### src/rtl/fifo_frame_reader.sv
// fifo_frame_reader: drains the encoder input FIFO and packs
// FRAME_WORDS words into one frame on a valid/ready port.
module fifo_frame_reader #(
  parameter int WIDTH       = 8,
  parameter int FRAME_WORDS = 4,
  parameter int CNT_W       = 16
) (
  input  logic                         clk,
  input  logic                         rst,
  input  logic                         fifo_rempty,
  output logic                         fifo_rinc,
  input  logic [WIDTH-1:0]             fifo_rdata,
  input  logic                         flush,
  output logic                         frm_valid,
  input  logic                         frm_ready,
  output logic [WIDTH*FRAME_WORDS-1:0] frm_data,
  output logic [CNT_W-1:0]             frm_drop
);

  localparam int CW = $clog2(FRAME_WORDS + 1);
  localparam int FW = WIDTH * FRAME_WORDS;
  localparam logic [CW-1:0] FULL = CW'(FRAME_WORDS);
  localparam logic [CW-1:0] LAST = CW'(FRAME_WORDS - 1);
  localparam logic [CNT_W-1:0] SAT = {CNT_W{1'b1}};

  typedef enum logic {
    FILL = 1'b0,
    HOLD = 1'b1
  } state_e;

  state_e            state_q, state_d;
  logic [CW-1:0]     issue_q, issue_d;
  logic [CW-1:0]     cap_q, cap_d;
  logic              pend_q, pend_d;
  logic [FW-1:0]     data_q, data_d;
  logic [CNT_W-1:0]  drop_q, drop_d;
  logic              hs;

  // Pop only while filling, words remain and no flush; held off in reset.
  assign fifo_rinc = ~rst
                   & (state_q == FILL)
                   & ~fifo_rempty
                   & (issue_q < FULL)
                   & ~flush;

  assign frm_valid = (state_q == HOLD);
  assign frm_data  = data_q;
  assign frm_drop  = drop_q;
  assign hs        = frm_valid & frm_ready;

  // State register and datapath registers.
  always_ff @(posedge clk or posedge rst) begin
    if (rst) begin
      state_q <= FILL;
      issue_q <= '0;
      cap_q   <= '0;
      pend_q  <= 1'b0;
      data_q  <= '0;
      drop_q  <= '0;
    end else begin
      state_q <= state_d;
      issue_q <= issue_d;
      cap_q   <= cap_d;
      pend_q  <= pend_d;
      data_q  <= data_d;
      drop_q  <= drop_d;
    end
  end

  // Next state: handshake beats flush, flush beats fill progress.
  always_comb begin
    state_d = state_q;
    issue_d = issue_q;
    cap_d   = cap_q;
    pend_d  = 1'b0;
    data_d  = data_q;
    drop_d  = drop_q;
    if (hs) begin
      state_d = FILL;
      issue_d = '0;
      cap_d   = '0;
    end else if (flush) begin
      state_d = FILL;
      issue_d = '0;
      cap_d   = '0;
      if ((issue_q != '0) || (state_q == HOLD)) begin
        if (drop_q != SAT) begin
          drop_d = drop_q + CNT_W'(1);
        end
      end
    end else begin
      if (fifo_rinc) begin
        issue_d = issue_q + CW'(1);
      end
      pend_d = fifo_rinc;
      if (pend_q) begin
        for (int k = 0; k < FRAME_WORDS; k++) begin
          if (cap_q == CW'(k)) begin
            data_d[k*WIDTH +: WIDTH] = fifo_rdata;
          end
        end
        cap_d = cap_q + CW'(1);
        if (cap_q == LAST) begin
          state_d = HOLD;
        end
      end
    end
  end

endmodule

### config.mk
export PLATFORM = sky130hd
export DESIGN_NAME = fifo_frame_reader
export DESIGN_NICKNAME = d
export VERILOG_FILES = /design/src/rtl/fifo_frame_reader.sv
export SDC_FILE = /design/constraint.sdc
export NUM_CORES = 1
export LEC_CHECK = 0
export CORE_MARGIN = 2
export CORE_UTILIZATION = 27
export CTS_BUF_LIST = sky130_fd_sc_hd__clkbuf_8
export CTS_CLUSTER_DIAMETER = 150
export DETAILED_ROUTE_END_ITERATION = 10
export PLACE_DENSITY = 0.53
export SLEW_MARGIN = 20
export SYNTH_ARGS = -nofsm -noshare
export SYNTH_HDL_FRONTEND = slang
export SYNTH_SLANG_ARGS = --single-unit
### constraint.sdc
create_clock -name clk -period 2.35 [get_ports clk]
set_clock_uncertainty 0.05 [all_clocks]
set_input_delay 0.47 -clock clk [delete_from_list [all_inputs] [get_ports clk]]
set_output_delay 0.47 -clock clk [all_outputs]
set_load 0.05 [all_outputs]
==> metrics.txt, run 1 <==
CP endpoint kind primary output; Via density 4.50; post-CTS setup buffers 0; GR Overflow Total 0; final period utilization between 90% and 100%; commonest non-fill, non-tap cell in the layout clkdlybuf4s50_1; Finished Cell Area around 0.0034 mm^2; register bit total from synthesis 56; final worst slack 0.194 ns; Layout Nets ~290; fin crit period about 2.2 ns; actual slew at the worst max-slew pin between 0.5 and 0.6 ns; Clock transition at path regs around 0.10 ns; Max-slew headroom between 60 and 70%; Core Region ~0.009 mm^2; Layout area overhead 36.9%; Synth Area per Inst roughly 13 um^2; HP Class reg2reg; I/O Buffers slightly above 60; Worst Hold Depth 1; EDFF count, synth 0; FP Rows 35; Crit Path Category reg2out; total of max-cap violations 0; vias in the first global route approximately 1,800; R2R Path End frm_drop[1]$_DFFE_PP0P_; post-route ant nets 0; gpl congestion 0.730; Data arrival, critical path between 1.5 and 2 ns; synth warn 0; initial core utilization 27.3%; slowest CP cell clkdlybuf4s50_1; async set-reset flop share out of synthesis between 90% and 100%; Mapped Cells between 150 and 200; ant diodes 0; clk buf depth 2; CTS Buf Count 5; DIE AREA 0.0100 mm^2; critical path launch point type flop; CP cell instances clkdlybuf4s50_1; Finished Core Util between 30 and 40%; DR pass1 iterations 4; Root Driver clkbuf_8; initial antenna violation count 0; Synth Flop Type dfrtp_1; placed cell area 0.00332 mm^2; Finish-stage setup viols 0; Post-Syn Area roughly 0.0025 mm^2; first-pass GRT wire length 9200 um; sequential-to-total area share from yosys stat 56.3%; RSZ-0062 raised after global routing no; share of layout cells above drive strength 1 23.5%; Die Y-Extent between 100 and 150 um; die width roughly 100 um; Netlist cell types 36; largest net degree at the start of global routing 57; drc violations 0; commonest non-fill, non-tap cells in the layout clkdlybuf4s50_1 (61), dfrtp_1 (56), mux2_2 (36), nor2_1 (11), xor2_1 (10); Global Route Usage Sum about an eighth; Max H-tree Level 2; Worst Path Required between 1.5 and 2 ns; dpl ws a little over 0.1 ns; Worst VDD drop ~0.25 mV; Max Slew Vio Count 0; Worst Hold End frm_data[21]$_DFFE_PP0P_; vias about 1,700; Cell Pwr Density ~740 mW/mm^2; detailed-route wire length per cell about 14 um; clock latency on the worst-skew pair just over 0.3 ns; Top Ports 63; DRT Wirelength ~5400 um; Worst R2R Setup Slack 0.49 ns; HP Start frm_data[21]$_DFFE_PP0P_; Post-CTS Hold Fix Bufs 0; final hold vios 0; Power Total roughly 2.5 mW; Setup Total Neg Slack 0 ns; FMAX ~0.46 GHz; crit-path max cell delay 0.85 ns; cts repair resizes 0; Syn Nets ~210; status completed; TritonCTS clock tree done; Max FO, Critical Path 7; final HPWL from detailed placement a little under 4000 um; Crit path max-delay family buffers and inverters; initial DRC count 30; leakage power 1.53 nW; Critical path buffers and inverters 1; R2R Path Start frm_drop[0]$_DFFE_PP0P_; clk sink count 56; cell count of the worst reg-to-reg path 6
## per-stage QoR
stage | std cells | hold slack (ns)
after floorplan | 193 | 0.428
after global placement | 371 | 0.436
after detailed placement | 371 | 0.443
after CTS | 379 | 0.466
after global routing | 379 | 0.476
final | 379 | 0.461
## where the power goes
group / total [mW] / internal [mW] / switching, mW
Sequential: 1.17 / 1.07 / 0.0915
Combinational: 0.825 / 0.298 / 0.527
Clock: 0.529 / 0.209 / 0.320
## per-layer routing
layer | wire [um] | GRT usage (%) | vias to the layer above
li1 | - | - | 835
met1 | 2540 | 16.2 | 834
met2 | 2560 | 18.3 | 31
met3 | 203 | 2.65 | 5
met4 | 81 | 3.48 | 0
met5 | 0 | 0 | -
## flip-flops by register name, indices dropped and copies added, names as in the netlist
register	cells
frm_data	32
frm_drop	16
cap_q	3
pend_q	1
issue_q	3
frm_valid	1
## synth_stat cells, drive strengths merged (2+ instances only)
cell	count	area share [%]
inv	7	1.1
nor2	12	1.9
a21o	2	0.60
mux2i	2	0.80
a21oi	7	1.4
nand4	4	1.0
dfrtp	56	56
nor2b	2	0.50
nand3	6	1.2
mux2	36	16
nand2	11	2.0
a211oi	4	1.2
and3	2	0.50
ha	8	4.0
nor3	4	0.80
nor3b	3	1.6
and4	2	0.70
buf	2	0.40
xor2	10	3.5
## worst max-delay path by stage
stage                                to                   from  slack (ns)  cells after the start
2_1_floorplan                 fifo_rinc  frm_valid$_DFFE_PP0P_        0.10                      2
3_3_place_gp   frm_drop[15]$_DFFE_PP0P_                  flush        0.15                      5
3_5_place_dp   frm_drop[15]$_DFFE_PP0P_                  flush        0.10                      5
4_1_cts                       frm_valid  frm_valid$_DFFE_PP0P_        0.16                      1
5_1_grt                       fifo_rinc                    rst        0.11                      4
6_report                      frm_valid  frm_valid$_DFFE_PP0P_        0.19                      1
## cell families after synthesis
logic type | after synthesis | share of synthesized area [%]
AND/OR/NAND/NOR | 52 | 12.3
AO/OA/AOI/OAI | 18 | 4.83
multiplexers | 38 | 17.1
buffers and inverters | 10 | 1.61
XOR/XNOR | 11 | 3.87
adder cells (fa/ha/maj) | 8 | 4.02
flip-flops | 56 | 56.3
## cell type report
class / instances / area (um^2)
clock buffer: 5 / 68.8
clock inverter: 3 / 17.5
fill: 913 / 5700
inverter: 7 / 26.3
multi-input combinational: 127 / 1050
sequential: 56 / 1400
tap: 111 / 139
timing repair buffer: 70 / 703
(Power assumes the default switching activity.)
==> run 2, diff against run 1 <==
CTS_CLUSTER_DIAMETER = unset   (was 150)
PLACE_DENSITY = 0.46   (was 0.53)
==> run 2 against run 1 <==
Utilization shrank 0.069 points. Flip-flop and latch count is the same. Critical path depth grew 3. Count of clock-buffer cells in the layout stayed put. Final cell count decreased by 0.53%. Fmax down 1.2%. Global-route usage fell by 0.51 points. Cell area down 0.18%. Via count up 1.2%. Largest power group unchanged.
==> metrics.txt, run 2 (same netlist as run 1, synthesis figures left out) <==
status completed; Layout area overhead 36.6%; DR WL met2 2630 um (+2.8%); commonest non-fill, non-tap cells in the layout clkdlybuf4s50_1 (61), dfrtp_1 (56), mux2_2 (36), nor2_1 (11), xor2_1 (10); area taken by multi-input logic gates 0.00106 mm^2 (+0.60%); final hold vios 0 (unchanged); crit-path max cell delay 0.48 ns (-0.37 ns); critical path launch point type primary input; Root Driver clkbuf_8; FP Rows 35 (unchanged); Max FO, Critical Path 3 (-4); Cell Pwr Density 736 mW/mm^2 (-0.50%); post-CTS setup buffers 0 (unchanged); CP endpoint kind primary output; leakage power 1.52 nW (-0.88%); actual slew at the worst max-slew pin 0.527 ns (-0.00822 ns); Setup Total Neg Slack 0 ns (unchanged); total of max-cap violations 0 (unchanged); slowest CP cell clkdlybuf4s50_1; Crit Path Category in2out; met3 wire len 173 um (-15%); Die Y-Extent 100 um (unchanged); CTS Buf Count 5 (unchanged); Data arrival, critical path 1.66 ns (+0.02 ns); CP cell instances clkdlybuf4s50_1, nor4_2, nor2b_2, buf_12; Top Ports 63 (unchanged); RSZ-0062 raised after global routing no; initial antenna violation count 0 (unchanged); DIE AREA 0.0100 mm^2 (unchanged); Global Route Usage Sum 11.2% (-0.51 points); initial core utilization 27.3% (unchanged); gpl congestion 0.692 (-5.3%); Max Slew Vio Count 0 (unchanged); Clock transition at path regs 0.10 ns (about the same); Critical path buffers and inverters 2 (+1); DRT Wirelength 5420 um (+0.74%); Worst Path Required 1.83 ns (about the same); Via density 4.58 (+1.8%); final period utilization 92.9% (+1.1 points); Post-CTS Hold Fix Bufs 0 (unchanged); post-route ant nets 0 (unchanged); I/O Buffers 62 (unchanged); largest net degree at the start of global routing 57 (unchanged); clock latency on the worst-skew pair 0.31 ns (about the same); Layout Nets 287 (-0.35%); clk buf depth 2 (unchanged); fin crit period 2.18 ns (+0.0263 ns); commonest non-fill, non-tap cell in the layout clkdlybuf4s50_1; Finished Core Util 37.3% (-0.069 points); detailed-route wire length per cell 14.4 um (+1.3%); Max-slew headroom 64.8% (+0.55 points); Worst VDD drop 0.237 mV (-6.6%); Crit path max-delay family buffers and inverters; DR pass1 iterations 4 (unchanged); clk sink count 56 (unchanged); FMAX 0.458 GHz (-1.2%); TritonCTS clock tree done; Finish-stage setup viols 0 (unchanged); Max H-tree Level 2 (unchanged); fillcell total 914 (+0.11%); first-pass GRT wire length 8800 um (-4.4%); HP Class reg2reg; share of layout cells above drive strength 1 23.7% (+0.18 points); vias in the first global route 1,707 (-3.2%); Core Region 0.00911 mm^2 (unchanged); initial DRC count 75 (+150%); ant diodes 0 (unchanged); Hold WS 0.445 ns (-0.0153 ns); M1 wire length 2550 um (+0.51%); final HPWL from detailed placement 3870 um (-0.11%); Power Total 2.50 mW (-0.68%); Sequential Area 0.00140 mm^2 (unchanged); max reg flops 32 (unchanged); Max Used Layer met4; die width 100 um (unchanged); drc violations 0 (unchanged); vias 1,726 (+1.2%); GR Overflow Total 0 (unchanged)
## run 2: where the power goes
group	internal (mW)	leakage [nW]	switching (mW)
clock	0.203	0.0400	0.307
combinational	0.297	0.739	0.525
sequential	1.07	0.741	0.0963
## run 2: final timing paths
check / start / slack [ns] / end / cells after the start
setup / recovery: rst / 0.17 / fifo_rinc / 4
hold / removal: frm_drop[6]$_DFFE_PP0P_ / 0.45 / frm_drop[6]$_DFFE_PP0P_ / 1
max in group asynchronous: rst / 1.41 / frm_data[13]$_DFFE_PP0P_ / 3
hold reg to reg: frm_drop[6]$_DFFE_PP0P_ / 0.45 / frm_drop[6]$_DFFE_PP0P_ / 1
min in group asynchronous: rst / 0.58 / frm_drop[0]$_DFFE_PP0P_ / 3
setup reg to reg: issue_q[0]$_DFFE_PP0P_ / 0.47 / frm_drop[15]$_DFFE_PP0P_ / 6
## run 2: what timing repair did
action,CTS,global route
endpoints found under the hold margin,0,0
resized for setup,0,1
setup endpoints to repair,0,1
## run 2: routing by layer
metal  GRT usage, %  vias to the layer above
li1               -                      828
met1           14.9                      855
met2           18.1                       36
met3           2.44                        7
met4           3.48                        0
met5              0                        -
## run 2: through the flow
| step | area, um^2 | instances | worst slack (ns) |
|---|---|---|---|
| final | 3400 | 377 | 0.167 |
| after floorplan | 2490 | 193 | 0.104 |
| after global routing | 3400 | 377 | 0.0716 |
| after global placement | 3310 | 370 | 0.0935 |
| after detailed placement | 3310 | 370 | 0.0714 |
| after CTS | 3390 | 377 | 0.0791 |
## run 2: layout make-up
cell class	count	area share (%)
Tap cell	111	4.09
Clock inverter	2	0.368
Sequential cell	56	41.2
Timing Repair Buffer	69	20.5
Multi-Input combinational cell	127	31.1
Inverter	7	0.773
Clock buffer	5	2.02
## run 2: worst reg2reg max path, stage by stage, from the launching register on
cell and delay [ns]:
dfrtp_1 0.36, inv_1 0.07, ha_1 0.19, or3b_1 0.27, nand4_1 0.25, nor3_1 0.22, mux2_2 0.35
==> run 3, diff against run 2 <==
CELL_PAD_IN_SITES_DETAIL_PLACEMENT = 1   (was unset)
CELL_PAD_IN_SITES_GLOBAL_PLACEMENT = 2   (was unset)
PLACE_DENSITY = 0.67   (was 0.46)
==> run 3 against run 2 <==
Die area unchanged. Setup slack is essentially flat. Flip-flop and latch count is the same. First-iteration DRC count shrank 23%. Non-clock buffer count is 1 higher. Count of clock-buffer cells in the layout stayed put. Register-to-register slack about the same. Wire length is 7.1% higher. Power increased by 0.91%. Critical path type is now reg2out. Via count grew 0.52%.
==> metrics.txt, run 3 (same netlist as run 1, synthesis figures left out) <==
vias 1,735 (+0.52%); Die Y-Extent 100 um (unchanged); switching power 0.942 mW (+1.5%); CP cell instances clkdlybuf4s50_1; CP endpoint kind primary output; share of layout cells above drive strength 1 23.5% (-0.18 points); cell count of the worst reg-to-reg path 6 (unchanged); Post-CTS Hold Fix Bufs 0 (unchanged); vias in the first global route 1,854 (+8.6%); Critical Path Start frm_valid$_DFFE_PP0P_; Seq pwr share 46.4% (-0.4 points); commonest non-fill, non-tap cells in the layout clkdlybuf4s50_1 (61), dfrtp_1 (56), mux2_2 (36), nor2_1 (11), xor2_1 (10); first-pass GRT wire length 9720 um (+10%); max reg flops 32 (unchanged); post-CTS setup buffers 0 (unchanged); slowest CP cell clkdlybuf4s50_1; DR pass1 iterations 4 (unchanged); die width 100 um (unchanged); Worst R2R Setup Slack 0.47 ns (about the same); Setup Total Neg Slack 0 ns (unchanged); gpl congestion 0.709 (+2.5%); RSZ-0062 raised after global routing no; initial DRC count 58 (-23%); CTS Buf Count 5 (unchanged); Crit path max-delay family buffers and inverters; detailed-route wire length per cell 15.3 um (+6.5%); DRT Wirelength 5810 um (+7.1%); actual slew at the worst max-slew pin 0.537 ns (+0.0103 ns); clock latency on the worst-skew pair 0.30 ns (about the same); Max-slew headroom 64.1% (-0.69 points); Clock power frac 20.7% (+0.3 points); drc violations 0 (unchanged); fin cells 379 (+0.53%); Worst Path Required 1.83 ns (about the same); DIE AREA 0.0100 mm^2 (unchanged); total of max-cap violations 0 (unchanged); clk buf depth 2 (unchanged); Max FO, Critical Path 7 (+4); Comb power frac 32.9% (about the same); post-route ant nets 0 (unchanged); Finish-stage setup viols 0 (unchanged); Clock transition at path regs 0.10 ns (about the same); Core Region 0.00911 mm^2 (unchanged); Via density 4.58 (about the same); Worst VDD drop 0.310 mV (+31%); Layout area overhead 37.0%; Crit Path Category reg2out; initial antenna violation count 0 (unchanged); Max H-tree Level 2 (unchanged); Data arrival, critical path 1.66 ns (about the same); DP Cell Count 371 (+0.27%); Root Driver clkbuf_8; final hold vios 0 (unchanged); Cell Pwr Density 741 mW/mm^2 (+0.65%); status completed; ant diodes 0 (unchanged); I/O Buffers 62 (unchanged); TritonCTS clock tree done; switching share of total power 37.3% (+0.22 points); cts repair resizes 0 (unchanged); fin crit period 2.18 ns (+0.000467 ns); Max Slew Vio Count 0 (unchanged); Top Ports 63 (unchanged); Critical path buffers and inverters 1 (-1); final period utilization 92.9% (about the same); Worst Hold End frm_data[17]$_DFFE_PP0P_; Worst Hold Depth 1 (unchanged); clk sink count 56 (unchanged); largest net degree at the start of global routing 57 (unchanged); critical path launch point type flop; HP Class reg2reg; final HPWL from detailed placement 4200 um (+8.5%); Global Route Usage Sum 12.2% (+1.1 points); leakage power 1.53 nW (+0.61%); R2R Path Start issue_q[0]$_DFFE_PP0P_; crit-path max cell delay 0.86 ns (+0.38 ns); HP Start frm_data[17]$_DFFE_PP0P_; Layout Nets 288 (+0.35%); GR Overflow Total 0 (unchanged); FMAX 0.458 GHz (about the same); R2R Path End frm_drop[15]$_DFFE_PP0P_; initial core utilization 27.3% (unchanged); commonest non-fill, non-tap cell in the layout clkdlybuf4s50_1; FP Rows 35 (unchanged); internal power 1.58 mW (+0.55%)
## run 3: worst max path at each step
stage | to | slack, ns | cells past startpoint
2_1_floorplan | fifo_rinc | 0.10 | 2
3_3_place_gp | frm_drop[15]$_DFFE_PP0P_ | 0.15 | 5
3_5_place_dp | frm_drop[15]$_DFFE_PP0P_ | 0.07 | 5
4_1_cts | frm_valid | 0.14 | 1
5_1_grt | fifo_rinc | 0.004 | 4
6_report | frm_valid | 0.17 | 1
## run 3: per-layer routing
layer	vias up	track usage [%]	wire, um
met5	-	0	0
li1	827	-	-
met3	2	2.02	186
met2	27	20.3	2920
met1	879	16.2	2660
met4	0	4.32	46
## run 3: power by group through the flow
stage	Clock (mW)	Combinational [mW]	Sequential, mW
finish	0.524	0.830	1.17
global route	0.594	0.868	1.19
CTS	0.560	0.842	1.17
detailed placement	0	0.840	1.19
global placement	0	0.831	1.19
floorplan	0	0.157	1.55
## run 3: cell type report
class / count / area, um^2
inverter: 7 / 26.3
multi-input combinational: 127 / 1050
clock buffer: 5 / 68.8
timing repair buffer: 70 / 703
fill: 988 / 5700
tap: 111 / 139
sequential: 56 / 1400
clock inverter: 3 / 20.0
## run 3: metrics by stage
step           utilization, %  setup WS [ns]  hold slack (ns)  area, um^2  total power [mW]
2_1_floorplan               -          0.104            0.428        2490              1.71
3_3_place_gp             36.4          0.152            0.437        3320              2.02
3_5_place_dp             36.4         0.0715            0.446        3320              2.03
4_1_cts                  37.4          0.138            0.468        3410              2.58
5_1_grt                  37.4        0.00409            0.486        3410              2.65
6_report                 37.4          0.167            0.462        3410              2.52
